## src/rtl/cdc_hs_launch.sv

```systemverilog
// Source-domain launcher for a toggle req/ack CDC handshake: holds one word on tx_data,
// flips tx_req, and waits for the resynchronized remote ack toggle. Optional: CDC_LAUNCH_TIMEOUT_EN.
module cdc_hs_launch #(
    parameter int WD     = 8,
    parameter int RANK   = 2,
    parameter int RESETV = 0,
    parameter int TMO_W  = 8
) (
    input  logic          clk,
    input  logic          rst_n,
    input  logic          s_valid,
    output logic          s_ready,
    input  logic [WD-1:0] s_data,
    output logic [WD-1:0] tx_data,
    output logic          tx_req,
    input  logic          ack_tgl_a,
    output logic          done,
    output logic          busy,
    output logic          err_tmo
);

    // Handshake: upstream word transfers on a clk edge where s_valid && s_ready.
    localparam int RK = (RANK < 2) ? 2 : ((RANK > 4) ? 4 : RANK);
    localparam logic [WD-1:0] DATA_RST = (RESETV != 0) ? {WD{1'b1}} : {WD{1'b0}};

    typedef enum logic {
        IDLE = 1'b0,
        WAIT = 1'b1
    } state_t;

    state_t state;

    (* ASYNC_REG = "TRUE" *) logic ack_meta;
    logic [RK-2:0] ack_pipe;
    logic          ack_s;

    assign ack_s = ack_pipe[RK-2];

    always_ff @(posedge clk) begin
        if (!rst_n) begin
            ack_meta <= 1'b0;
            ack_pipe <= '0;
        end else begin
            ack_meta    <= ack_tgl_a;
            ack_pipe[0] <= ack_meta;
            for (int i = 1; i < RK - 1; i++) begin
                ack_pipe[i] <= ack_pipe[i-1];
            end
        end
    end

    // The transfer completes when the synchronized ack catches up with tx_req.
    always_ff @(posedge clk) begin
        if (!rst_n) begin
            state   <= IDLE;
            tx_req  <= 1'b0;
            tx_data <= DATA_RST;
            done    <= 1'b0;
            busy    <= 1'b0;
            s_ready <= 1'b1;
        end else begin
            done <= 1'b0;
            case (state)
                IDLE: begin
                    if (s_valid) begin
                        tx_data <= s_data;
                        tx_req  <= ~tx_req;
                        state   <= WAIT;
                        busy    <= 1'b1;
                        s_ready <= 1'b0;
                    end
                end
                WAIT: begin
                    if (ack_s == tx_req) begin
                        done    <= 1'b1;
                        state   <= IDLE;
                        busy    <= 1'b0;
                        s_ready <= 1'b1;
                    end
                end
                default: begin
                    state   <= IDLE;
                    busy    <= 1'b0;
                    s_ready <= 1'b1;
                end
            endcase
        end
    end

`ifdef CDC_LAUNCH_TIMEOUT_EN
    logic [TMO_W-1:0] tmo_cnt;
    logic [TMO_W-1:0] tmo_nxt;
    logic             err_q;

    assign tmo_nxt = tmo_cnt + 1'b1;
    assign err_tmo = err_q;

    // Counts WAIT cycles without an ack; saturates at all-ones and latches the error.
    always_ff @(posedge clk) begin
        if (!rst_n) begin
            tmo_cnt <= '0;
            err_q   <= 1'b0;
        end else if (state == IDLE) begin
            tmo_cnt <= '0;
        end else if ((ack_s != tx_req) && !(&tmo_cnt)) begin
            tmo_cnt <= tmo_nxt;
            if (&tmo_nxt) begin
                err_q <= 1'b1;
            end
        end
    end
`else
    assign err_tmo = 1'b0;
`endif

endmodule

```

## config.mk

```make
export PLATFORM = sky130hd
export DESIGN_NAME = cdc_hs_launch
export DESIGN_NICKNAME = d
export VERILOG_FILES = /design/src/rtl/cdc_hs_launch.sv
export SDC_FILE = /design/constraint.sdc
export NUM_CORES = 1
export LEC_CHECK = 0
export CAP_MARGIN = 25
export CORE_MARGIN = 8
export CORE_UTILIZATION = 40
export CTS_BUF_LIST = sky130_fd_sc_hd__clkbuf_2 sky130_fd_sc_hd__clkbuf_4 sky130_fd_sc_hd__clkbuf_8
export CTS_CLUSTER_SIZE = 28
export DETAILED_ROUTE_END_ITERATION = 7
export GPL_TIMING_DRIVEN = 0
export PLACE_DENSITY_LB_ADDON = 0.2
export SLEW_MARGIN = 20
export SYNTH_ARGS = -nofsm -noshare
export SYNTH_HDL_FRONTEND = slang
export SYNTH_SLANG_ARGS = --single-unit
```

## constraint.sdc

```tcl
create_clock -name clk -period 1.4 [get_ports clk]
set_clock_uncertainty 0.15 [all_clocks]
set_input_delay 0.42 -clock clk [delete_from_list [all_inputs] [get_ports clk]]
set_output_delay 0.42 -clock clk [all_outputs]
set_load 0.02 [all_outputs]
```

==> results by group <==
Synth
  – Post-Syn Area: about 530 um2
  – Post-synthesis mux area share: 0
  – Post-synth cell types: 15
  – Compound-gate portion of the synthesized area: 0.130
  – Seq cells post-synth: 15
  – Synth Area in Adders: 0
  – Net count after synthesis: approximately 70
  – Simple-Gate Fraction of Synth Area: 0.200
  – Xor-xnor portion of the synthesized cell area: 0.0330
  – Avg Cell Area, Syn: around 9 um2
  – Synth Instances: around 60
  – YS warnings: 0
  – Largest family of logic cells by synthesized area: simple AND/OR/NAND/NOR gates
  – Seq/Total Area, Yosys: 0.566

Die
  – Initial Util: 0.418
  – Chip width: around 52 um
  – Die H: approximately 52 um
  – Row Count: 13
  – Core footprint: ~1300 um2
  – Die area: between 2000 and 3000 um2
  – Ports: 25

Setup path
  – Required @ worst endpoint: roughly 830 ps
  – Crit. path cell count: 1
  – Worst R2R Setup Slack: 250 ps
  – CP Capture Type: output pin
  – Worst path slowest cell: dfxtp_2
  – Top cell family by delay on the critical path: flip-flops
  – Crit path launch type: flop
  – Critical path arrival: 790 ps
  – Crit path from: tx_req
  – Worst setup path end: tx_req
  – RR Endpoint: tx_data[1]
  – Worst-path maximum fanout: 3
  – RR Startpoint: state
  – CP cell instances: buf_4
  – Worst R2R Path Depth: 4
  – Kind of critical path: reg2out
  – Worst path bufs/invs: 1
  – Slowest stage delay, CP: around 360 ps

Clock tree
  – Longest Clk Path Bufs: 2
  – CTS tree: built
  – CTS Root Cell: clkbuf_4
  – CTS H-tree depth: 1
  – Worst skew pair latency: 280 ps
  – Clk slew on worst S/H paths: 80 ps
  – CTS Sinks: 15
  – TritonCTS Buffers: 3

Pwr
  – Peak supply drop: 0.643 mV
  – Static leakage: 0.357 nW
  – Power per cell area: about 1200 nW/um2

Run
  – Max-cap violations: 0

GRT
  – First-pass GRT wire length: 1.96 mm
  – GRT overflow: 0
  – Antenna violations before repair: 0
  – Pin count of the biggest net entering global routing: 11
  – Total GRT Usage: 0.0954
  – Vias in the first global route: roughly 430

STA
  – RSZ-0062 raised after global routing: false
  – Hold Violations, Final: 0
  – Highest clock rate: about 0.74 GHz
  – Final min period: roughly 1400 ps
  – Pins Over Slew Limit: 0
  – Fin crit share: 0.969
  – Setup TNS: 0 ps
  – Finish-stage setup viols: 0

Final layout
  – Multi-input logic area: just over 200 um2
  – Area grow syn2layout: 45.3%
  – Commonest non-fill, non-tap cell in the layout: nand2_1
  – Fill count: between 100 and 150
  – Post-route insts no fill: between 100 and 150
  – Number of diodes: 0
  – Most frequent cells in the layout: nand2_1 (17), dfxtp_1 (14), a21oi_1 (10)
  – Final nets: 99
  – Final Instance Area: just under 800 um2
  – Reg area: around 300 um2
  – Layout cells sized above 1: 0.267

Route
  – Drt first pass iters: 4
  – Final wirelength: 1.19 mm
  – Final ANT Viol Nets: 0
  – DRC: 0
  – Wire length per cell: ~12 um
  – DRT iter0 DRCs: 6
  – Vias per cell: 4.41
  – Via count: around 450

Placed design
  – IO buf count: 23
  – Post-placement cell count: 97
  – Placer Congestion: between 0.7 and 0.8
  – Placed Area: a little under 800 um2

Worst hold path
  – Hold Path Class: reg2reg
  – Hold Crit Depth: 1

Status
  – Status: finished clean
[cell usage after synthesis]
cell type	n	area, um2
inv_2	1	3.75
xnor2_1	2	17.5
and2_1	2	12.5
nor2b_2	1	8.76
o32ai_1	1	8.76
nand2b_1	1	6.26
nor2_1	2	7.51
dfxtp_1	15	300
and3_2	1	7.51
conb_1	1	3.75
a21oi_1	10	50.1
buf_6	2	22.5
nand2_1	17	63.8
o21ai_0	2	10.0
buf_4	1	7.51
[through the flow]
step,power [mW],hold WS (ps),setup WS [ps],utilization
floorplan,0.591,262,290,-
global placement,0.687,267,-285,0.614
detailed placement,0.690,285,-291,0.614
CTS,0.928,307,7.20,0.594
global route,0.977,328,5.05,0.607
finish,0.922,301,43.8,0.607
[cell type report]
type / count / area share
Clock buffer: 4 / 0.0390
Buffer: 3 / 0.0390
Inverter: 1 / 0.00487
Tap cell: 15 / 0.0244
Sequential cell: 15 / 0.391
Timing Repair Buffer: 23 / 0.240
Multi-Input combinational cell: 40 / 0.261
[registers in the layout, summed over array words and instances, names as in the netlist]
name	flops
tx_req	1
busy	1
tx_data	8
state	1
ack_meta	1
s_ready	1
done	1
ack_pipe	1
[cells by family (layout without fill, tap and decap cells)]
family,after synthesis,in the layout
simple gates,24,24
flops,15,15
compound gates,13,13
buf+inv,4,31
xor+xnor,2,2
other cells,1,1
[per-layer routing]
layer  share of wire  track usage
met5               0            0
met4           0.010       0.0647
met3            0.11       0.0540
met2            0.48        0.132
met1            0.40        0.108
[what timing repair did]
item	CTS	global route
endpoints found under the hold margin	0	0
gates resized for setup	50	6
setup buffers	0	0
setup endpoints to repair	12	14
hold buffers	0	0
pin swaps	0	0
[power breakdown]
part / internal [mW] / leakage (nW) / total [mW] / switching (mW)
sequential: 0.459 / 0.124 / 0.479 / 0.0200
clock: 0.130 / 0.0184 / 0.260 / 0.130
combinational: 0.0896 / 0.215 / 0.182 / 0.0922
[worst min path at each step]
| stage | slack (ps) | startpoint | end |
|---|---|---|---|
| after detailed placement | 290 | ack_meta | ack_pipe |
| after global placement | 270 | ack_meta | ack_pipe |
| after CTS | 310 | tx_data[0] | tx_data[0] |
| after global routing | 330 | tx_data[0] | tx_data[0] |
| after floorplan | 260 | ack_meta | ack_pipe |
| final | 300 | ack_meta | ack_pipe |
No activity file was read; power rests on OpenSTA's default activity.
